[src/rtl/conv_ram_arbiter.sv]
// conv_ram_arbiter: two-port arbiter in front of a single-port RAM with
// registered output (1-cycle read latency). Port A is the host loader,
// port B is the NPU conv engine.
// Optional burst locking is compiled in with `define CONV_ARB_LOCK_EN;
// without it lock_a/lock_b are ignored and the block is pure round-robin.
module conv_ram_arbiter #(
  parameter int ADDR_W   = 14,
  parameter int DATA_W   = 8,
  parameter int MAX_LOCK = 64
) (
  input  logic              clock,
  input  logic              reset,
  input  logic              req_a,
  input  logic              req_b,
  input  logic              we_a,
  input  logic              we_b,
  input  logic [ADDR_W-1:0] addr_a,
  input  logic [ADDR_W-1:0] addr_b,
  input  logic [DATA_W-1:0] wdata_a,
  input  logic [DATA_W-1:0] wdata_b,
  input  logic              lock_a,
  input  logic              lock_b,
  output logic              gnt_a,
  output logic              gnt_b,
  output logic [DATA_W-1:0] rdata_a,
  output logic [DATA_W-1:0] rdata_b,
  output logic              rvalid_a,
  output logic              rvalid_b,
  output logic [ADDR_W-1:0] ram_address,
  output logic [DATA_W-1:0] ram_data,
  output logic              ram_wren,
  input  logic [DATA_W-1:0] ram_q
);

  // r_last_b = 1 means B won most recently, so A is favoured next.
  logic r_last_b;
  logic r_rvalid_a;
  logic r_rvalid_b;
  logic w_hold_a;
  logic w_hold_b;
  logic w_gnt_a;
  logic w_gnt_b;

`ifdef CONV_ARB_LOCK_EN
  localparam logic [1:0] ST_RR     = 2'd0;
  localparam logic [1:0] ST_LOCK_A = 2'd1;
  localparam logic [1:0] ST_LOCK_B = 2'd2;
  localparam int         CNT_W     = $clog2(MAX_LOCK + 1);
  localparam logic [CNT_W-1:0] CNT_ONE  = CNT_W'(1);
  localparam logic [CNT_W-1:0] CNT_LAST = CNT_W'(MAX_LOCK - 1);

  logic [1:0]       r_state;
  logic [1:0]       w_state_next;
  logic [CNT_W-1:0] r_lock_cnt;
  logic [CNT_W-1:0] w_cnt_next;

  // A lock only holds while its owner keeps both req and lock up; the
  // cycle either falls the arbiter already behaves as round-robin.
  assign w_hold_a = (r_state == ST_LOCK_A) && req_a && lock_a;
  assign w_hold_b = (r_state == ST_LOCK_B) && req_b && lock_b;

  // Next state and lock counter; the grant that reaches MAX_LOCK releases.
  always_comb begin
    w_state_next = ST_RR;
    w_cnt_next   = '0;
    if (w_hold_a) begin
      if (r_lock_cnt < CNT_LAST) begin
        w_state_next = ST_LOCK_A;
        w_cnt_next   = r_lock_cnt + CNT_ONE;
      end
    end else if (w_hold_b) begin
      if (r_lock_cnt < CNT_LAST) begin
        w_state_next = ST_LOCK_B;
        w_cnt_next   = r_lock_cnt + CNT_ONE;
      end
    end else if (r_state == ST_RR) begin
      if (w_gnt_a && lock_a && (MAX_LOCK > 1)) begin
        w_state_next = ST_LOCK_A;
        w_cnt_next   = CNT_ONE;
      end else if (w_gnt_b && lock_b && (MAX_LOCK > 1)) begin
        w_state_next = ST_LOCK_B;
        w_cnt_next   = CNT_ONE;
      end
    end
  end

  // Lock state register; reset aborts any burst in progress.
  always_ff @(posedge clock or posedge reset) begin
    if (reset) begin
      r_state    <= ST_RR;
      r_lock_cnt <= '0;
    end else begin
      r_state    <= w_state_next;
      r_lock_cnt <= w_cnt_next;
    end
  end
`else
  assign w_hold_a = 1'b0;
  assign w_hold_b = 1'b0;
  logic w_unused_lock;
  assign w_unused_lock = lock_a | lock_b | (MAX_LOCK == 0);
`endif

  // Grant decision: lock holder first, otherwise round-robin; none in reset.
  always_comb begin
    w_gnt_a = 1'b0;
    w_gnt_b = 1'b0;
    if (!reset) begin
      if (w_hold_a) begin
        w_gnt_a = 1'b1;
      end else if (w_hold_b) begin
        w_gnt_b = 1'b1;
      end else if (req_a && (!req_b || r_last_b)) begin
        w_gnt_a = 1'b1;
      end else if (req_b) begin
        w_gnt_b = 1'b1;
      end
    end
  end

  // Round-robin pointer tracks the winner of every grant, locked or not.
  always_ff @(posedge clock or posedge reset) begin
    if (reset) begin
      r_last_b <= 1'b1;
    end else if (w_gnt_a) begin
      r_last_b <= 1'b0;
    end else if (w_gnt_b) begin
      r_last_b <= 1'b1;
    end
  end

  // Read-valid strobes line up with the RAM's one-cycle read latency.
  always_ff @(posedge clock or posedge reset) begin
    if (reset) begin
      r_rvalid_a <= 1'b0;
      r_rvalid_b <= 1'b0;
    end else begin
      r_rvalid_a <= w_gnt_a && !we_a;
      r_rvalid_b <= w_gnt_b && !we_b;
    end
  end

  // RAM mux: the winner drives the RAM, idle cycles drive zeros.
  always_comb begin
    ram_address = '0;
    ram_data    = '0;
    ram_wren    = 1'b0;
    if (w_gnt_a) begin
      ram_address = addr_a;
      ram_data    = wdata_a;
      ram_wren    = we_a;
    end else if (w_gnt_b) begin
      ram_address = addr_b;
      ram_data    = wdata_b;
      ram_wren    = we_b;
    end
  end

  assign gnt_a    = w_gnt_a;
  assign gnt_b    = w_gnt_b;
  assign rvalid_a = r_rvalid_a;
  assign rvalid_b = r_rvalid_b;
  assign rdata_a  = ram_q;
  assign rdata_b  = ram_q;

endmodule

[config.mk]
export PLATFORM = sky130hd
export DESIGN_NAME = conv_ram_arbiter
export DESIGN_NICKNAME = d
export VERILOG_FILES = /design/src/rtl/conv_ram_arbiter.sv
export SDC_FILE = /design/constraint.sdc
export NUM_CORES = 1
export LEC_CHECK = 0
export BUFFER_PORTS_ARGS = -buffer_cell sky130_fd_sc_hd__buf_2
export CORE_ASPECT_RATIO = 0.7
export CORE_UTILIZATION = 30
export CTS_CLUSTER_DIAMETER = 30
export CTS_CLUSTER_SIZE = 28
export DETAILED_ROUTE_END_ITERATION = 8
export PLACE_DENSITY = 0.71
export SLEW_MARGIN = 20
export SYNTH_ARGS = -nofsm -noshare
export SYNTH_HDL_FRONTEND = slang
export SYNTH_SLANG_ARGS = --single-unit
export TNS_END_PERCENT = 10
[constraint.sdc]
create_clock -name clock -period 1.4 [get_ports clock]
set_clock_uncertainty 0.15 [all_clocks]
set_input_delay 0.14 -clock clock [delete_from_list [all_inputs] [get_ports clock]]
set_output_delay 0.14 -clock clock [all_outputs]
set_load 0.005 [all_outputs]
==> out/results.ini, run 1 <==
[run_status]
status=complete, but fails checks
failed_checks=setup timing

[detailed_routing]
wl_per_cell_um=12.7
wl_mm=2.66
initialDrtViolationCount=12
dr.pass1.iters=4
drc=0
drtAntennaViolNets=0
route.vias.total=1004
viasPerCell=4.80

[synthesis]
avgSynthCellArea_um2=8.81
syn_area_um2=978
synth_area_leaders=o32ai_2 32%, nand2b_1 30%, buf_4 13%
ys_seq_area_frac=0.0780
synth_nets=171
ys_seq_elements=3
ys_warn_count=0
synth_top_area_share=0.316
synth_cell_types=15
synth_top_area_cell=o32ai_2
synth_cells=111

[final_layout]
fin_nets=234
layout_commonest_cell=buf_2
fin_cells=209
final_cell_area_um2=1530
post-route-util=0.521
final_cell_mix=76 x buf_2, 47 x nand2b_1, 18 x o32ai_2
antenna_cells=0
area_growth_pct=56.6
drive_gt1_frac=0.676

[die]
initial_core_util=0.332
io_pins=103
fp.dieW_um=70.3
num_rows=16
die_h_um=49.8
coreArea_um2=2940
dieArea_um2=3500

[clock_tree]
cts_max_level=1
root_buffer=clkbuf_8
postCtsSetupBuffers=0
cts_buffer_depth=2
cts.clk_slew.worst_paths_ns=0.03
cts_tree=built
insertion_delay_ns=0.21
numClockSinks=3
cts_buffers=3

[grt]
antenna_found_initial=0
track_usage=0.146
grt_max_degree=51
grt_pass1_wl_mm=4.08
grt_pass1_vias=946
grt-ovfl-total=0

[power_and_ir_drop]
total_power_mw=0.915
switching_power_mw=0.312
intPower_mw=0.603
ir_drop_v=0.000432
leakagePower_nw=0.685
power_frac_seq=0.120
power_frac_comb=0.609
clock_power_share=0.272
power_density_nw_per_um2=597
power_switching_share=0.341

[placement]
pre_cts_ws_ns=-0.0499
dp_cells=199
port_buffers=76
place.gp.congestion=0.696
place_area_um2=1270
hpwlAfterDp_mm=1.73

[run]
cap_violations=0

[critical_path]
end_kind=output port
start_kind=flip-flop
critical_path_class=reg -> out
cp_max_fo=5
worst_ep_required_time_ns=1.11
arrival_ns=1.38

[sta]
slew_violations=0
fin_setup_tns_ns=-6.20
worstMarginPinSlew_ns=0.725
final-hold-violation-count=0
period_minus_slack_ns=1.67
period_share=1.19
slew_headroom=0.516
setup_viol=25
finalWorstSetupSlack_ns=-0.267
fmax_mhz=600
whs_ns=0.0629
rsz0062_at_grt=true

[min_path]
hp-class=in -> async

## repair_timing
action	in CTS	in global routing
setup endpoints to repair	25	26
pin swaps	2	24
endpoints found under the hold margin	4	0
hold buffers	3	0
cloned	1	2
gates resized for setup	4	15
## worst paths after layout
kind | from | end | slack [ns] | cells after the start
hold / removal | reset | r_last_b | 0.06 | 2
setup reg to reg | r_last_b | r_last_b | 0.04 | 4
hold reg to reg | r_last_b | r_last_b | 0.45 | 1
min in group clock | ram_q[2] | rdata_b[2] | 0.13 | 0
max in group asynchronous | reset | rvalid_b | 0.50 | 3
setup / recovery | r_last_b | ram_address[6] | -0.27 | 4
## layout make-up
class,count,area [um2]
Clock buffer,4,45.0
Tap cell,36,45.0
Sequential cell,3,76.3
Inverter,2,7.51
Multi-Input combinational cell,77,791
Fill cell,276,1410
Timing Repair Buffer,87,568
## logic make-up (layout without fill, tap and decap cells)
kind of cell,count (synthesis),count (layout),synth area share
and+or+nand+nor,52,52,0.325
buffers and inverters,31,93,0.226
AOI/OAI and AO/OA,25,25,0.371
DFF,3,3,0.0780
## cells in the mapped netlist (all sizes together)
library cell	instances
buf	25
inv	2
nor2	2
o32ai	23
dfstp	1
a22o	1
a21bo	1
dfrtp	2
nor2b	1
nor3	2
nand2b	47
clkbuf	4
## layer usage
metal  global-route usage  share of wire  up-vias
met3               0.0327          0.070        2
met2                0.256           0.48       48
li1                     -              -      501
met4               0.0533         0.0045        0
met1                0.173           0.44      453
met5                    0              0        -
## sequential cells by signal, summed over array words and instances, names as in the netlist
register,count
r_last_b,1
rvalid_a,1
rvalid_b,1
## worst max-delay path, cell delays in order, from the launching register on
cell,delay [ns]
dfstp_2,0.56
nor2b_4,0.08
clkbuf_16,0.16
o32ai_2,0.19
buf_2,0.16
## power by group through the flow
stage	registers (mW)	clock network, mW	logic [mW]
floorplan	0.105	0	0.307
global placement	0.106	0	0.434
detailed placement	0.107	0	0.437
CTS	0.108	0.256	0.479
global route	0.110	0.271	0.604
finish	0.109	0.249	0.557
Power figures use the tool's default switching activity.
==> inputs of run 2 (changes only) <==
--- a/config.mk
+++ b/config.mk
@@ -8,10 +8,12 @@
 export BUFFER_PORTS_ARGS = -buffer_cell sky130_fd_sc_hd__buf_2
 export CORE_ASPECT_RATIO = 0.7
 export CORE_UTILIZATION = 30
+export CTS_BUF_LIST = sky130_fd_sc_hd__clkbuf_8
 export CTS_CLUSTER_DIAMETER = 30
 export CTS_CLUSTER_SIZE = 28
 export DETAILED_ROUTE_END_ITERATION = 8
 export PLACE_DENSITY = 0.71
+export SKIP_LAST_GASP = 1
 export SLEW_MARGIN = 20
 export SYNTH_ARGS = -nofsm -noshare
 export SYNTH_HDL_FRONTEND = slang
==> constraint.sdc (replaced) <==
create_clock -name clock -period 1.76 [get_ports clock]
set_clock_uncertainty 0.15 [all_clocks]
set_input_delay 0.176 -clock clock [delete_from_list [all_inputs] [get_ports clock]]
set_output_delay 0.176 -clock clock [all_outputs]
set_load 0.005 [all_outputs]
==> out/results.ini, run 2 (synthesis results as in run 1) <==
[power_and_ir_drop]
power_switching_share=0.334  ; -0.00713
total_power_mw=0.671  ; -27%
power_frac_comb=0.585  ; -0.024
power_density_nw_per_um2=475  ; -20%
power_frac_seq=0.128  ; +0.008
clock_power_share=0.287  ; +0.015
switching_power_mw=0.224  ; -28%
leakagePower_nw=0.674  ; -1.6%
ir_drop_v=0.000262  ; -39%
intPower_mw=0.447  ; -26%

[grt]
grt_util_met3=0.0368  ; +0.00409
use_met1=0.172  ; -0.00144
grt-busiest-layer=met2
grt-ovfl-total=0  ; unchanged
grt_max_degree=51  ; unchanged
grt_pass1_wl_mm=4.28  ; +4.9%
use_met2=0.278  ; +0.0222
grt_pass1_vias=973  ; +2.9%
antenna_found_initial=0  ; unchanged
track_usage=0.149  ; +0.00386

[critical_path]
cp_max_fo=5  ; unchanged
end_kind=output port
critPathCapture=ram_address[0]
arrival_ns=1.39  ; about the same
cp-startpoint=r_last_b
reg2reg_to=rvalid_b
worst_ep_required_time_ns=1.43  ; +0.32 ns
critical_path_class=reg -> out
timing.rr.start=r_last_b
rr_worst_depth=3  ; -1
r2r_setup_slack_ns=0.47  ; +0.43 ns
start_kind=flip-flop

[detailed_routing]
initialDrtViolationCount=26  ; +14
dr.pass1.iters=4  ; unchanged
drc=0  ; unchanged
drtAntennaViolNets=0  ; unchanged
wl_mm=2.66  ; about the same
route.vias.total=1002  ; -0.20%
viasPerCell=4.79  ; -0.20%
wl_per_cell_um=12.7  ; about the same

[sta]
slew_violations=0  ; unchanged
slew_headroom=0.609  ; +0.0929
period_minus_slack_ns=1.71
final-hold-violation-count=0  ; unchanged
fin_setup_tns_ns=0  ; +6.20 ns
worstMarginPinSlew_ns=0.587  ; -0.138 ns
setup_viol=0  ; -100%
rsz0062_at_grt=true
period_share=0.974
fmax_mhz=583

[die]
die_h_um=49.8  ; unchanged
fp.dieW_um=70.3  ; unchanged
num_rows=16  ; unchanged
io_pins=103  ; unchanged
coreArea_um2=2940  ; unchanged
dieArea_um2=3500  ; unchanged
initial_core_util=0.332  ; unchanged

[clock_tree]
cts_buffer_depth=2  ; unchanged
cts_buffers=3  ; unchanged
numClockSinks=3  ; unchanged
cts_tree=built
cts.clk_slew.worst_paths_ns=0.03  ; about the same
root_buffer=clkbuf_8
cts_max_level=1  ; unchanged
insertion_delay_ns=0.21  ; about the same

[final_layout]
antenna_cells=0  ; unchanged
fin_cells=209  ; unchanged
drive_gt1_frac=0.647  ; -0.0289
final_cell_mix=76 x buf_2, 47 x nand2b_1, 20 x o32ai_2
fin_nets=234  ; unchanged
layout_commonest_cell=buf_2
area_growth_pct=44.4

[placement]
port_buffers=76  ; unchanged
hpwlAfterDp_mm=1.73  ; about the same
place.gp.congestion=0.706  ; +1.3%
dp_cells=197  ; -1.0%

[min_path]
hp-class=in -> reg
hold_depth=3

[run]
cap_violations=0  ; unchanged

[run_status]
status=finished clean

-- run 2: cell types whose count changed in the layout (fill, tap and decap cells not counted), sizes merged --
cell / change
clkbuf: -2
buf: +1
inv: +1
-- run 2: worst min path at each step --
stage                     startpoint       end  slack [ns]
after floorplan                reset  rvalid_a       -0.08
after global placement         reset  rvalid_b        0.18
after detailed placement       reset  rvalid_b        0.18
after CTS                      req_a  rvalid_a        0.15
after global routing           req_a  rvalid_a        0.16
final                          req_a  rvalid_a        0.15
-- run 2: metal layers --
layer  vias to the layer above  share of wire
met4                         0         0.0053
met3                         2          0.073
met5                         -              0
met2                        46           0.47
li1                        502              -
met1                       452           0.45
-- run 2: what timing repair did --
| item | 4_1_cts | 5_1_grt |
|---|---|---|
| gates cloned | 0 | 2 |
| endpoints found under the setup margin | 16 | 22 |
| setup buffers | 1 | 2 |
| pin swaps | 0 | 0 |
| hold buffers | 3 | 0 |
| endpoints found under the hold margin | 4 | 0 |
| gates resized for setup | 1 | 2 |
-- run 2: worst max-delay path, cell delays in order (launching register included) --
cell	delay, ns
dfstp_2	0.55
a21bo_2	0.21
buf_4	0.18
o32ai_2	0.07
buf_2	0.16
-- run 2: power groups by stage --
| stage | Combinational [mW] | Sequential, mW | Clock, mW |
|---|---|---|---|
| final | 0.393 | 0.0856 | 0.193 |
| after CTS | 0.347 | 0.0854 | 0.198 |
| after global routing | 0.429 | 0.0863 | 0.209 |
| after detailed placement | 0.332 | 0.0851 | 0 |
| after global placement | 0.328 | 0.0849 | 0 |
| after floorplan | 0.244 | 0.0834 | 0 |
-- run 2: layout make-up --
class,count,area (um2)
Fill cell,274,1530
Multi-Input combinational cell,77,696
Timing Repair Buffer,87,543
Sequential cell,3,76.3
Tap cell,36,45.0
Clock buffer,3,41.3
Inverter,2,7.51
Clock inverter,1,3.75
-- run 2: through the flow --
stage	utilization	worst slack (ns)	instance area (um2)	hold slack, ns
3_3_place_gp	0.421	0.0864	1240	0.175
5_1_grt	0.480	-0.0221	1410	0.157
4_1_cts	0.451	-0.00415	1330	0.155
6_report	0.480	0.0460	1410	0.153
2_1_floorplan	-	0.353	978	-0.0775
3_5_place_dp	0.421	0.0522	1240	0.183
==> inputs of run 3 (changes only) <==
--- a/config.mk
+++ b/config.mk
@@ -6,13 +6,15 @@
 export NUM_CORES = 1
 export LEC_CHECK = 0
 export BUFFER_PORTS_ARGS = -buffer_cell sky130_fd_sc_hd__buf_2
-export CORE_ASPECT_RATIO = 0.7
+export CORE_ASPECT_RATIO = 1.25
 export CORE_UTILIZATION = 30
 export CTS_BUF_LIST = sky130_fd_sc_hd__clkbuf_8
 export CTS_CLUSTER_DIAMETER = 30
 export CTS_CLUSTER_SIZE = 28
 export DETAILED_ROUTE_END_ITERATION = 8
+export MAX_ROUTING_LAYER = met4
 export PLACE_DENSITY = 0.71
+export SETUP_SLACK_MARGIN = 0.05
 export SKIP_LAST_GASP = 1
 export SLEW_MARGIN = 20
 export SYNTH_ARGS = -nofsm -noshare
==> out/results.ini, run 3 (synthesis results as in run 1) <==
[critical_path]
critPathCapture=ram_address[11]
cp-startpoint=r_last_b
rr_worst_depth=4  ; +1
worst_ep_required_time_ns=1.43  ; about the same
r2r_setup_slack_ns=0.35  ; -0.12 ns
cp_max_fo=5  ; unchanged
end_kind=output port
critical_path_class=reg -> out
start_kind=flip-flop
timing.rr.start=r_last_b
arrival_ns=1.40  ; about the same
reg2reg_to=rvalid_a

[detailed_routing]
route.vias.total=1020  ; +1.8%
dr.pass1.iters=4  ; unchanged
viasPerCell=4.88  ; +1.8%
drc=0  ; unchanged
drtAntennaViolNets=0  ; unchanged
wl_per_cell_um=13.7  ; +7.4%
wl_mm=2.86  ; +7.4%
initialDrtViolationCount=28  ; +7.7%

[placement]
place.gp.congestion=0.684  ; -3.1%
dp_cells=197  ; unchanged
port_buffers=76  ; unchanged
hpwlAfterDp_mm=1.80  ; +4.1%
place_area_um2=1230  ; -1.0%

[clock_tree]
cts_buffer_depth=2  ; unchanged
insertion_delay_ns=0.21  ; about the same
cts_tree=built
root_buffer=clkbuf_8
cts_max_level=1  ; unchanged
cts_buffers=3  ; unchanged
cts.clk_slew.worst_paths_ns=0.03  ; about the same
numClockSinks=3  ; unchanged

[sta]
slew_violations=0  ; unchanged
worstMarginPinSlew_ns=0.712  ; +0.125 ns
fmax_mhz=579  ; -0.73%
period_minus_slack_ns=1.73  ; +0.0126 ns
slew_headroom=0.525  ; -0.0843
fin_setup_tns_ns=0  ; unchanged
period_share=0.981  ; +0.00715
whs_ns=0.0176  ; -0.136 ns
final-hold-violation-count=0  ; unchanged
setup_viol=0  ; unchanged
rsz0062_at_grt=true

[grt]
track_usage=0.159  ; +0.00956
grt_max_degree=51  ; unchanged
grt_pass1_wl_mm=4.04  ; -5.6%
antenna_found_initial=0  ; unchanged
grt-ovfl-total=0  ; unchanged
grt_pass1_vias=867  ; -11%

[die]
die_h_um=65.9  ; +32%
io_pins=103  ; unchanged
initial_core_util=0.323  ; -0.00934
coreArea_um2=3030  ; +2.9%
fp.dieW_um=53.1  ; -24%
dieArea_um2=3500  ; about the same
num_rows=22  ; +6

[final_layout]
area_growth_pct=54.9
fin_nets=234  ; unchanged
antenna_cells=0  ; unchanged
fin_cells=209  ; unchanged
layout_commonest_cell=buf_2
n_fill_cell=309  ; +13%
drive_gt1_frac=0.671  ; +0.0231
final_cell_mix=76 x buf_2, 47 x nand2b_1, 18 x o32ai_2
post-route-util=0.500  ; +0.0204
final_cell_area_um2=1520  ; +7.3%

[run]
cap_violations=0  ; unchanged

[min_path]
hp-class=in -> reg
hold_depth=2  ; -1

[power_and_ir_drop]
power_density_nw_per_um2=473  ; -0.43%
leakagePower_nw=0.690  ; +2.4%
ir_drop_v=0.000261  ; -0.42%

[run_status]
status=finished clean

[run 3: cell type report]
type                       instances  area, um2  area share
clock buffer                       3       41.3      0.0273
clock inverter                     1       3.75     0.00248
sequential                         3       76.3      0.0504
multi-input combinational         77        781       0.515
timing repair buffer              87        561       0.370
tap                               36       45.0      0.0297
inverter                           2       7.51     0.00495
[run 3: per-stage QoR]
step / setup slack [ns] / total power [mW]
after floorplan: 0.353 / 0.328
after global placement: 0.176 / 0.406
after detailed placement: 0.170 / 0.409
after CTS: 0.0295 / 0.693
after global routing: 0.00648 / 0.767
final: 0.0334 / 0.717
[run 3: how the worst min path moves through the flow]
stage	start	endpoint	slack [ns]
detailed placement	reset	rvalid_b	0.17
global placement	reset	rvalid_b	0.17
global route	we_a	rvalid_a	0.01
floorplan	reset	rvalid_a	-0.08
finish	we_a	rvalid_a	0.02
CTS	we_a	rvalid_a	0.0004
[run 3: critical path, stage by stage (launching register included)]
cell     delay (ns)
dfstp_2        0.57
nor2b_4        0.09
buf_6          0.14
o32ai_2        0.24
buf_2          0.15
[run 3: routing by layer]
layer / share of wire / vias to the layer above / track usage
met5: 0 / - / -
met4: 0.0035 / 0 / 0.0625
met3: 0.057 / 2 / 0.0253
met2: 0.56 / 48 / 0.259
met1: 0.38 / 468 / 0.192
li1: - / 502 / -
[run 3: where the power goes]
group,total (mW),internal [mW],switching [mW]
clock network,0.191,0.148,0.0432
logic,0.438,0.243,0.195
registers,0.0873,0.0796,0.00768
total,0.717,0.471,0.246
[run 3: timing repair]
item / 4_1_cts / 5_1_grt
buffers inserted: 2 / 0
endpoints found under the hold margin: 3 / 0
resized for setup: 13 / 9
endpoints found under the setup margin: 19 / 25
gates cloned: 2 / 2
pin swaps: 4 / 15
hold buffers: 2 / 0
